### src/rtl/dst_e_pkg.sv
// Shared CPU decode constants: opcodes, function codes and register indices
// used by the destination-register selector.
package dst_e_pkg;

  typedef logic [5:0] opcode_t;
  typedef logic [4:0] reg_idx_t;

  localparam opcode_t IROP   = 6'b000000;
  localparam opcode_t IJ     = 6'b000010;
  localparam opcode_t IJAL   = 6'b000011;
  localparam opcode_t IBEQ   = 6'b000100;
  localparam opcode_t IBNE   = 6'b000101;
  localparam opcode_t IADDI  = 6'b001000;
  localparam opcode_t IADDIU = 6'b001001;
  localparam opcode_t ISLTI  = 6'b001010;
  localparam opcode_t IANDI  = 6'b001100;
  localparam opcode_t IORI   = 6'b001101;
  localparam opcode_t ILUI   = 6'b001111;
  localparam opcode_t ILW    = 6'b100011;
  localparam opcode_t ISW    = 6'b101011;

  localparam opcode_t FJR    = 6'b001000;

  localparam reg_idx_t RNONE = 5'd0;
  localparam reg_idx_t RLINK = 5'd31;

endpackage

### src/rtl/dst_e_if.sv
// Decode-stage fields, E-stage control and destination outputs of dst_e.
interface dst_e_if;
  logic [5:0] D_op;
  logic [5:0] D_funct;
  logic [4:0] D_rt;
  logic [4:0] D_rd;
  logic       E_stall;
  logic       E_bubble;
  logic [4:0] d_dstE;
  logic [4:0] E_dstE;

  modport master (
    output D_op, D_funct, D_rt, D_rd, E_stall, E_bubble,
    input  d_dstE, E_dstE
  );

  modport slave (
    input  D_op, D_funct, D_rt, D_rd, E_stall, E_bubble,
    output d_dstE, E_dstE
  );
endinterface

### src/rtl/dst_e_dec.sv
// Combinational opcode/funct decoder producing the write-back GPR index.
// DST_E_JAL_EN: when defined, JAL writes the link register r31.
module dst_e_dec
  import dst_e_pkg::*;
(
  input  opcode_t  op_i,
  input  logic [5:0] funct_i,
  input  reg_idx_t rt_i,
  input  reg_idx_t rd_i,
  output reg_idx_t dst_o
);

  always_comb begin
    dst_o = RNONE;
    case (op_i)
      IROP:    dst_o = (funct_i == FJR) ? RNONE : rd_i;
      IADDI, IADDIU, ISLTI, IANDI, IORI, ILUI, ILW:
               dst_o = rt_i;
`ifdef DST_E_JAL_EN
      IJAL:    dst_o = RLINK;
`else
      IJAL:    dst_o = RNONE;
`endif
      default: dst_o = RNONE;
    endcase
  end

endmodule

### src/rtl/dst_e.sv
// Destination-register selector plus the D->E pipeline register holding it.
// DST_E_JAL_EN (see dst_e_dec) selects r31 for JAL.
module dst_e
  import dst_e_pkg::*;
(
  input  logic   clk,
  input  logic   rst,
  dst_e_if.slave bus_io
);

  reg_idx_t d_dst;
  reg_idx_t e_dst_q;
  reg_idx_t e_dst_d;

  dst_e_dec u_dec (
    .op_i    (bus_io.D_op),
    .funct_i (bus_io.D_funct),
    .rt_i    (bus_io.D_rt),
    .rd_i    (bus_io.D_rd),
    .dst_o   (d_dst)
  );

  // Stall outranks bubble so a held instruction is never squashed.
  always_comb begin
    e_dst_d = e_dst_q;
    if (!bus_io.E_stall) begin
      e_dst_d = bus_io.E_bubble ? RNONE : d_dst;
    end
  end

  always_ff @(posedge clk or posedge rst) begin
    if (rst) e_dst_q <= RNONE;
    else     e_dst_q <= e_dst_d;
  end

  assign bus_io.d_dstE = d_dst;
  assign bus_io.E_dstE = e_dst_q;

endmodule

### src/flat_wrapper.sv
// flat-port wrapper written by rule: the top's interface ports become plain ports
module dst_e_flat import dst_e_pkg::*;
  (clk, rst, bus_io_D_op, bus_io_D_funct, bus_io_D_rt, bus_io_D_rd, bus_io_E_stall, bus_io_E_bubble, bus_io_d_dstE, bus_io_E_dstE);
  dst_e_if bus_io_i ();
  input  logic clk;
  input  logic rst;
  input wire logic [$bits(bus_io_i.D_op)-1:0] bus_io_D_op;
  input wire logic [$bits(bus_io_i.D_funct)-1:0] bus_io_D_funct;
  input wire logic [$bits(bus_io_i.D_rt)-1:0] bus_io_D_rt;
  input wire logic [$bits(bus_io_i.D_rd)-1:0] bus_io_D_rd;
  input wire logic [$bits(bus_io_i.E_stall)-1:0] bus_io_E_stall;
  input wire logic [$bits(bus_io_i.E_bubble)-1:0] bus_io_E_bubble;
  output wire logic [$bits(bus_io_i.d_dstE)-1:0] bus_io_d_dstE;
  output wire logic [$bits(bus_io_i.E_dstE)-1:0] bus_io_E_dstE;
  assign bus_io_i.D_op = bus_io_D_op;
  assign bus_io_i.D_funct = bus_io_D_funct;
  assign bus_io_i.D_rt = bus_io_D_rt;
  assign bus_io_i.D_rd = bus_io_D_rd;
  assign bus_io_i.E_stall = bus_io_E_stall;
  assign bus_io_i.E_bubble = bus_io_E_bubble;
  assign bus_io_d_dstE = bus_io_i.d_dstE;
  assign bus_io_E_dstE = bus_io_i.E_dstE;
  dst_e u_core (.clk(clk), .rst(rst), .bus_io(bus_io_i));
endmodule
### config.mk
export PLATFORM = sky130hd
export DESIGN_NAME = dst_e_flat
export DESIGN_NICKNAME = d
export VERILOG_FILES = /design/src/rtl/dst_e_pkg.sv /design/src/rtl/dst_e_if.sv /design/src/rtl/dst_e_dec.sv /design/src/rtl/dst_e.sv /design/src/flat_wrapper.sv
export SDC_FILE = /design/constraint.sdc
export NUM_CORES = 1
export LEC_CHECK = 0
export CORE_AREA = 5 5 42 44
export CTS_CLUSTER_DIAMETER = 30
export DETAILED_ROUTE_END_ITERATION = 16
export DIE_AREA = 0 0 47 49
export PLACE_DENSITY_LB_ADDON = 0.05
export RECOVER_POWER = 25
export SYNTH_ARGS = -nofsm -noshare
export SYNTH_HDL_FRONTEND = slang
export SYNTH_SLANG_ARGS = --single-unit
### constraint.sdc
create_clock -name clk -period 5.2 [get_ports clk]
set_input_delay 1.04 -clock clk [delete_from_list [all_inputs] [get_ports clk]]
set_output_delay 1.04 -clock clk [all_outputs]
set_load 0.1 [all_outputs]
==> results.toml <==
[outcome]
outcome = "finished, final reports clean"

[power]
p_leak_nw = 0.352
comb_power_share_pct = 40.1
clockPowerShare_pct = 31.5
seqPwrFrac_pct = 28.4
intPower_mw = 0.0959
switching_power_mw = 0.0478
vdd_ir_drop_max_mv = 0.0799
p_sw_share_pct = 33.3
p_per_area_mw_per_mm2 = 182

[yosys]
syn-num-nets = 65
synthAdderAreaFrac_pct = 0
synth_top_area_cell = "dfrtp_1"
synthMuxAreaShare_pct = 0
synth_top_area_share_pct = 30.8
synth_top_family_by_area = "compound AO/OA/AOI/OAI gates"
synth-simple-area-share_pct = 32.6
synth_xor_area_share_pct = 0
netlist_instances = 39
syn_avg_cell_area_um2 = 10.4
netlist_area_um2 = 407
synth_compound_area_share_pct = 35.7
ys_ff_latch = 5
synthTopCellsByArea = "dfrtp_1 31%, a22o_1 13%, a221o_1 12%"
ys_types = 17
yosysSeqAreaShare_pct = 30.8
ys_warn_count = 0

[timing]
relSlewSlack_pct = 34.9
final.period_utilization_pct = 77.1
finClkSkew_ps = 0
tightest_slew_ps = 974
worst_hold_slack_ps = 511
finalHoldViolations = 0
finalMaxSlewViolations = 0
finalWorstSetupSlack_ps = 1190
max_freq_mhz = 249
layout_min_cycle_time_ps = 4010
setup_viol = 0
tns_ps = 0
rsz0062_at_grt = "false"

[cts]
cts_tree = "built"
clock_latency_ps = 240
clock_path_buffers = 2
cts.sinks = 5
cts_setup_buffers = 0
cts_root_buf = "clkbuf_4"
cts_resized = 0
cts-buffers-inserted = 3
hold_buffers = 0
clk_pin_slew_worst_paths_ps = 50
htree_levels = 1

[placed_design]
post-place-ws_ps = 1180
io_buffers = 35
postPlaceCellArea_um2 = 764
gp_congestion = 0.676

[floorplanning]
core_area_mm2 = 0.00140
initial_utilization_pct = 29.0
rows = 14
die_h_um = 49
die_w_um = 47
dieArea_mm2 = 0.00230
io-pin-count = 36

[worst_setup_path]
worstSetupStartpointType = "input port"
arrival_ps = 2970
cp.required_ps = 4160
cp_slowest_cell = "or4_4"
critical_path.cell_chain = "clkdlybuf4s50_1 > or4_4 > a211oi_4 > a22o_1 > buf_4"
critical_path_class = "input port to output pin"
reg2reg_slack_ps = 4340
crit_path_max_fanout = 10
cp_slowest_stage_delay_ps = 550
cp-end-kind = "output pin"

[drt]
drc_errors = 0
wl_per_cell_um = 12.9
dr.pass1.iters = 4
ant_nets = 0
drt_iter0_markers = 3
vias = 467
wl_um = 1210
viasPerCell = 4.97

[min_path]
hold_class = "flip-flop to flip-flop"

[finish]
final_common_cell = "clkdlybuf4s50_1"
largest_register_ffs = 5
seqCellArea_um2 = 125
stdcell_area_um2 = 791
nets = 105
drive_gt1_share_pct = 17.9
n_antenna_cell = 0
area_growth_syn_to_layout_pct = 94.5
utilization_pct = 56.4
fillCellCount = 149
layout_common_cells = "29 x clkdlybuf4s50_1, 6 x and3_1, 6 x a22o_1"
multi_input_area_um2 = 278

[flow_run]
drv_cap = 0

[global_route]
grt_max_degree = 11
grt_pass1_vias = 456
grt_overflow = 0
grt_pass1_wl_um = 1910
track_usage_pct = 11.3
grt_antenna_before_repair = 0
==> routing by layer <==
| metal | part of all wire, % | wire length (um) | track usage [%] |
|---|---|---|---|
| met5 | 0 | 0 | 0 |
| met4 | 0 | 0 | 6.91 |
| met3 | 11 | 137 | 3.69 |
| met2 | 49 | 597 | 17.6 |
| met1 | 39 | 479 | 12.8 |
==> cells in the mapped netlist <==
master     n
a31o_1     1
nor4b_2    1
a221o_1    5
dfrtp_1    5
a211oi_4   1
nor2b_1    1
or4_4      1
or2_1      1
and3_1     6
o21ai_0    1
inv_1      1
o2bb2ai_1  1
and2b_4    3
a22o_1     6
and2b_1    2
nand2_1    1
nor2_1     2
==> cells by family after synthesis <==
family | Yosys count
AOI/OAI and AO/OA | 15
buffers and inverters | 1
DFF | 5
and+or+nand+nor | 18
==> final cells by class <==
type / instances / share of cell area (%)
repair buffers: 35 / 42.7
multi-input cells: 33 / 35.1
well taps: 16 / 2.53
inverters: 1 / 0.475
clock buffers: 4 / 3.32
flip-flops and latches: 5 / 15.8
==> final timing paths <==
path / end / start / cells past startpoint
worst max-delay path: bus_io_d_dstE[2] / bus_io_D_op[4] / 5
worst min-delay path: u_core.bus_io.E_dstE[3] / u_core.bus_io.E_dstE[3] / 1
worst max register to register: u_core.bus_io.E_dstE[2] / u_core.bus_io.E_dstE[2] / 1
worst min register to register: u_core.bus_io.E_dstE[3] / u_core.bus_io.E_dstE[3] / 1
max in group asynchronous: u_core.bus_io.E_dstE[0] / rst / 2
min in group asynchronous: u_core.bus_io.E_dstE[3] / rst / 2
==> worst max-delay path, delay by kind of cell <==
kind            cells  cell delay [ps]
simple gates        1              550
buf+inv             2              760
compound gates      2              600
==> power by group through the flow <==
| stage | combinational [mW] | sequential (mW) | clock, mW |
|---|---|---|---|
| final | 0.0576 | 0.0408 | 0.0453 |
| after global routing | 0.0607 | 0.0409 | 0.0494 |
| after CTS | 0.0582 | 0.0408 | 0.0470 |
| after detailed placement | 0.0582 | 0.0414 | 0 |
| after global placement | 0.0579 | 0.0413 | 0 |
| after floorplan | 0.0225 | 0.0494 | 0 |
==> through the flow <==
step,power (mW),instances
final,0.144,94
after global routing,0.151,94
after CTS,0.146,94
after detailed placement,0.0996,90
after global placement,0.0992,90
after floorplan,0.0719,39
No activity file was read; power rests on OpenSTA's default activity.
==> patch 1: new RTL, same flow settings <==
Add a define of `DST_E_JAL_EN`.
--- a/src/rtl/dst_e_dec.sv
+++ b/src/rtl/dst_e_dec.sv
@@ -1,5 +1,7 @@
 // Combinational opcode/funct decoder producing the write-back GPR index.
 // DST_E_JAL_EN: when defined, JAL writes the link register r31.
+`define DST_E_JAL_EN
+
 module dst_e_dec
   import dst_e_pkg::*;
 (
Function: changed (a bounded check fails within 4 cycles, from zero or initial values and one cycle with rst high).
==> patch 1 against the original RTL <==
- hold slack gained 0.018 ns
- sequential cell count stayed put
- design area increased by 20%
- critical path depth unchanged
- synthesized area grew 43%
- clock power is 6.6% lower
- utilization is 11 points higher
- setup slack got worse by 0.18 ns
- total power increased by 25%
- wire length up 47%
- largest power group unchanged
- highest routed layer unchanged
==> patch 1: results <==
route:
  wl_met2_um: 918
  totalWireLength_mm: 1.782
  drtIter0Drc: 12
  drt-vias-per-instance: 5.724
setup_path:
  reg2reg_from: "u_core.bus_io.E_dstE[4]"
  path_max_fanout: 13
  arrival_ns: 3.15
  r2r_setup_slack_ns: 4.50
placed_design:
  post-place-ws_ns: 1.026
  gp_congestion: 0.8792
  placed_area_um2: 919.6
final_layout:
  post-route-util: 0.6750
  nNetsFinal: 134
  fin_cells: 123
pwr:
  p_sw_w: 0.00007500
  power_leakage_nw: 0.3932
  ir_drop_v: 0.0001237
yosys:
  syn_avg_cell_area_um2: 8.177
  synth_area_leaders: "dfrtp_1 22%, a2111oi_2 13%, nor4b_1 9.1%, nand3b_1 7.8%, a211o_1 7.5%"
  synth_cell_type_count: 21
  synth_nets: 97
global_route:
  grt_max_degree: 14
  use_met2: 0.2624
  grt_pass1_vias: 655
  grt_use_met1: 0.2138
  use_met3: 0.03321
status:
  status: "complete, no violations"
worst_hold_path:
  min_from: "u_core.bus_io.E_dstE[0]"
timing:
  holdWs_ns: 0.5296
patch 1: cell types whose count changed in the layout (fill, tap and decap cells not counted), sizes merged, moves of 6 or more:
cell	before	now
and3	6	0
nand3b	0	6
nor4b	1	7
inv	1	8
a22o	6	0
patch 1: worst max-delay path by stage:
stage                        start          endpoint  slack [ns]  depth (start not counted)
finish              bus_io_D_op[4]  bus_io_d_dstE[1]        1.01                          5
global route        bus_io_D_op[4]  bus_io_d_dstE[1]        0.89                          5
CTS                 bus_io_D_op[4]  bus_io_d_dstE[1]        1.02                          5
detailed placement  bus_io_D_op[4]  bus_io_d_dstE[1]        1.03                          5
global placement    bus_io_D_op[4]  bus_io_d_dstE[1]        1.06                          5
floorplan           bus_io_D_op[5]  bus_io_d_dstE[2]        1.44                          4
patch 1: cells by family after synthesis:
logic type,count (synthesis),synth area share
buffers and inverters,11,0.08406
AND/OR/NAND/NOR,32,0.3728
flip-flops,5,0.2155
AO/OA/AOI/OAI,23,0.3276
patch 1: area by class of cell:
cell class                      instances  share of cell area
Multi-Input combinational cell         55              0.4299
Timing Repair Buffer                   35              0.3571
Sequential cell                         5              0.1323
Inverter                                8             0.03175
Clock buffer                            4             0.02778
Tap cell                               16             0.02116
patch 1: power groups by stage:
stage                logic, W  clock network [W]  registers (W)
finish              0.0000934          0.0000423      0.0000438
global route        0.0000983          0.0000484      0.0000443
CTS                 0.0000939          0.0000439      0.0000438
detailed placement  0.0000937                  0      0.0000443
global placement    0.0000932                  0      0.0000442
floorplan           0.0000355                  0      0.0000679
patch 1: worst max-delay path: stages:
cell and delay [ns]:
clkdlybuf4s50_1 0.60, or4_4 0.67, a2111oi_2 0.40, a211o_1 0.15
buf_4 0.28
==> patch 2: new RTL, same flow settings <==
Made on the original files. Reset style: synchronous (`rst`), changed in one clocked block.
--- a/src/rtl/dst_e.sv
+++ b/src/rtl/dst_e.sv
@@ -28,7 +28,7 @@
     end
   end
 
-  always_ff @(posedge clk or posedge rst) begin
+  always_ff @(posedge clk) begin
     if (rst) e_dst_q <= RNONE;
     else     e_dst_q <= e_dst_d;
   end
Behaviour: differs if rst is asserted again (counterexample within 4 cycles, from zero or initial values and one cycle with rst high); with rst held inactive, the same outputs for 10 cycles.
==> patch 2 against the original RTL <==
- wire length down 1.5%
- setup slack worse by 0.034 ns
- die area unchanged
- design area down 8.5%
- register-to-register slack better by 0.16 ns
- hold slack worse by 0.045 ns
- total power down 9.5%
- sequential cell count unchanged
- combinational power down 20%
- synthesized area down 14%
- critical path type unchanged
- critical endpoint is now bus_io_d_dstE[3]
==> patch 2: results <==
status:
  status: "complete, no violations"
pwr:
  p_seq_frac: 0.301
  swShare: 0.3072
  total_power_w: 0.0001301
  power_leakage_nw: 0.2592
  ir_drop_v: 0.0001155
  pwr-share-comb: 0.356
yosys:
  async_reset_ff_frac: 0
  synth_nets: 69
  synthCells: 43
  ys_seq_area_frac: 0.2857
  yosys_warnings: 0
  synth_cell_type_count: 17
  yosysMostFrequentCell: "o21ai_0"
  synth_area_leaders: "dfxtp_1 29%, a32oi_1 13%, o31ai_1 11%, nand2b_1 8.9%, o21ai_0 8.6%"
placed_design:
  placed_area_um2: 696.9
  gp_congestion: 0.6725
  post-place-ws_ns: 1.263
final_layout:
  nNetsFinal: 108
  fillers: 145
  fin_cells: 97
  final_layout_size_suffix_gt1_frac: 0.1111
timing:
  slew_headroom: 0.3504
  skew_ns: 0
  fin_crit_sh: 0.7775
  holdWs_ns: 0.4668
global_route:
  grt_use_met1: 0.1283
  grt_pass1_vias: 443
  use_met3: 0.06642
  grt_pass1_wl_mm: 1.800
  track_usage: 0.1059
  use_met2: 0.1606
worst_hold_path:
  hold_end: "u_core.bus_io.E_dstE[4]"
  whs_path_depth: 2
  min_from: "u_core.bus_io.E_dstE[4]"
route:
  totalWireLength_mm: 1.196
  wl_met2_um: 574
  drtIter0Drc: 10
  vias: 492
  route.met3.wl_um: 117
  met1_length_um: 504
setup_path:
  r2r_setup_slack_ns: 4.50
  crit_path_end: "bus_io_d_dstE[3]"
  arrival_ns: 3.00
  cp-startpoint: "bus_io_D_op[2]"
  reg2regPathDepth: 2
  r2r_end: "u_core.bus_io.E_dstE[0]"
patch 2: cell types whose count changed in the layout (fill, tap and decap cells not counted), moves of 3 or more:
cell / delta
and3_1: -6
and2b_4: -3
dfrtp_1: -5
o21ai_0: +5
dfxtp_1: +5
nand2b_1: +5
o31ai_1: +5
a22o_1: -6
nand2_1: +4
a221o_1: -5
a32oi_1: +5
patch 2: kinds of logic after synthesis:
logic type / Yosys count / synth area share
compound gates: 19 / 0.3964
buf+inv: 1 / 0.03214
flops: 5 / 0.2857
simple gates: 18 / 0.2857
patch 2: area by class of cell:
class	count	area, µm²	share of cell area
multi-input combinational	37	239.0	0.3304
clock buffer	4	26.28	0.03633
tap	16	20.02	0.02768
sequential	5	100.1	0.1384
timing repair buffer	35	337.8	0.4671
patch 2: worst max-delay path, cell delays in order:
cell and delay, ns:
dlygate4sd3_1 0.57, nor2_1 0.07, a32o_1 0.26, a22oi_1 0.57
o21ai_0 0.22, buf_4 0.28
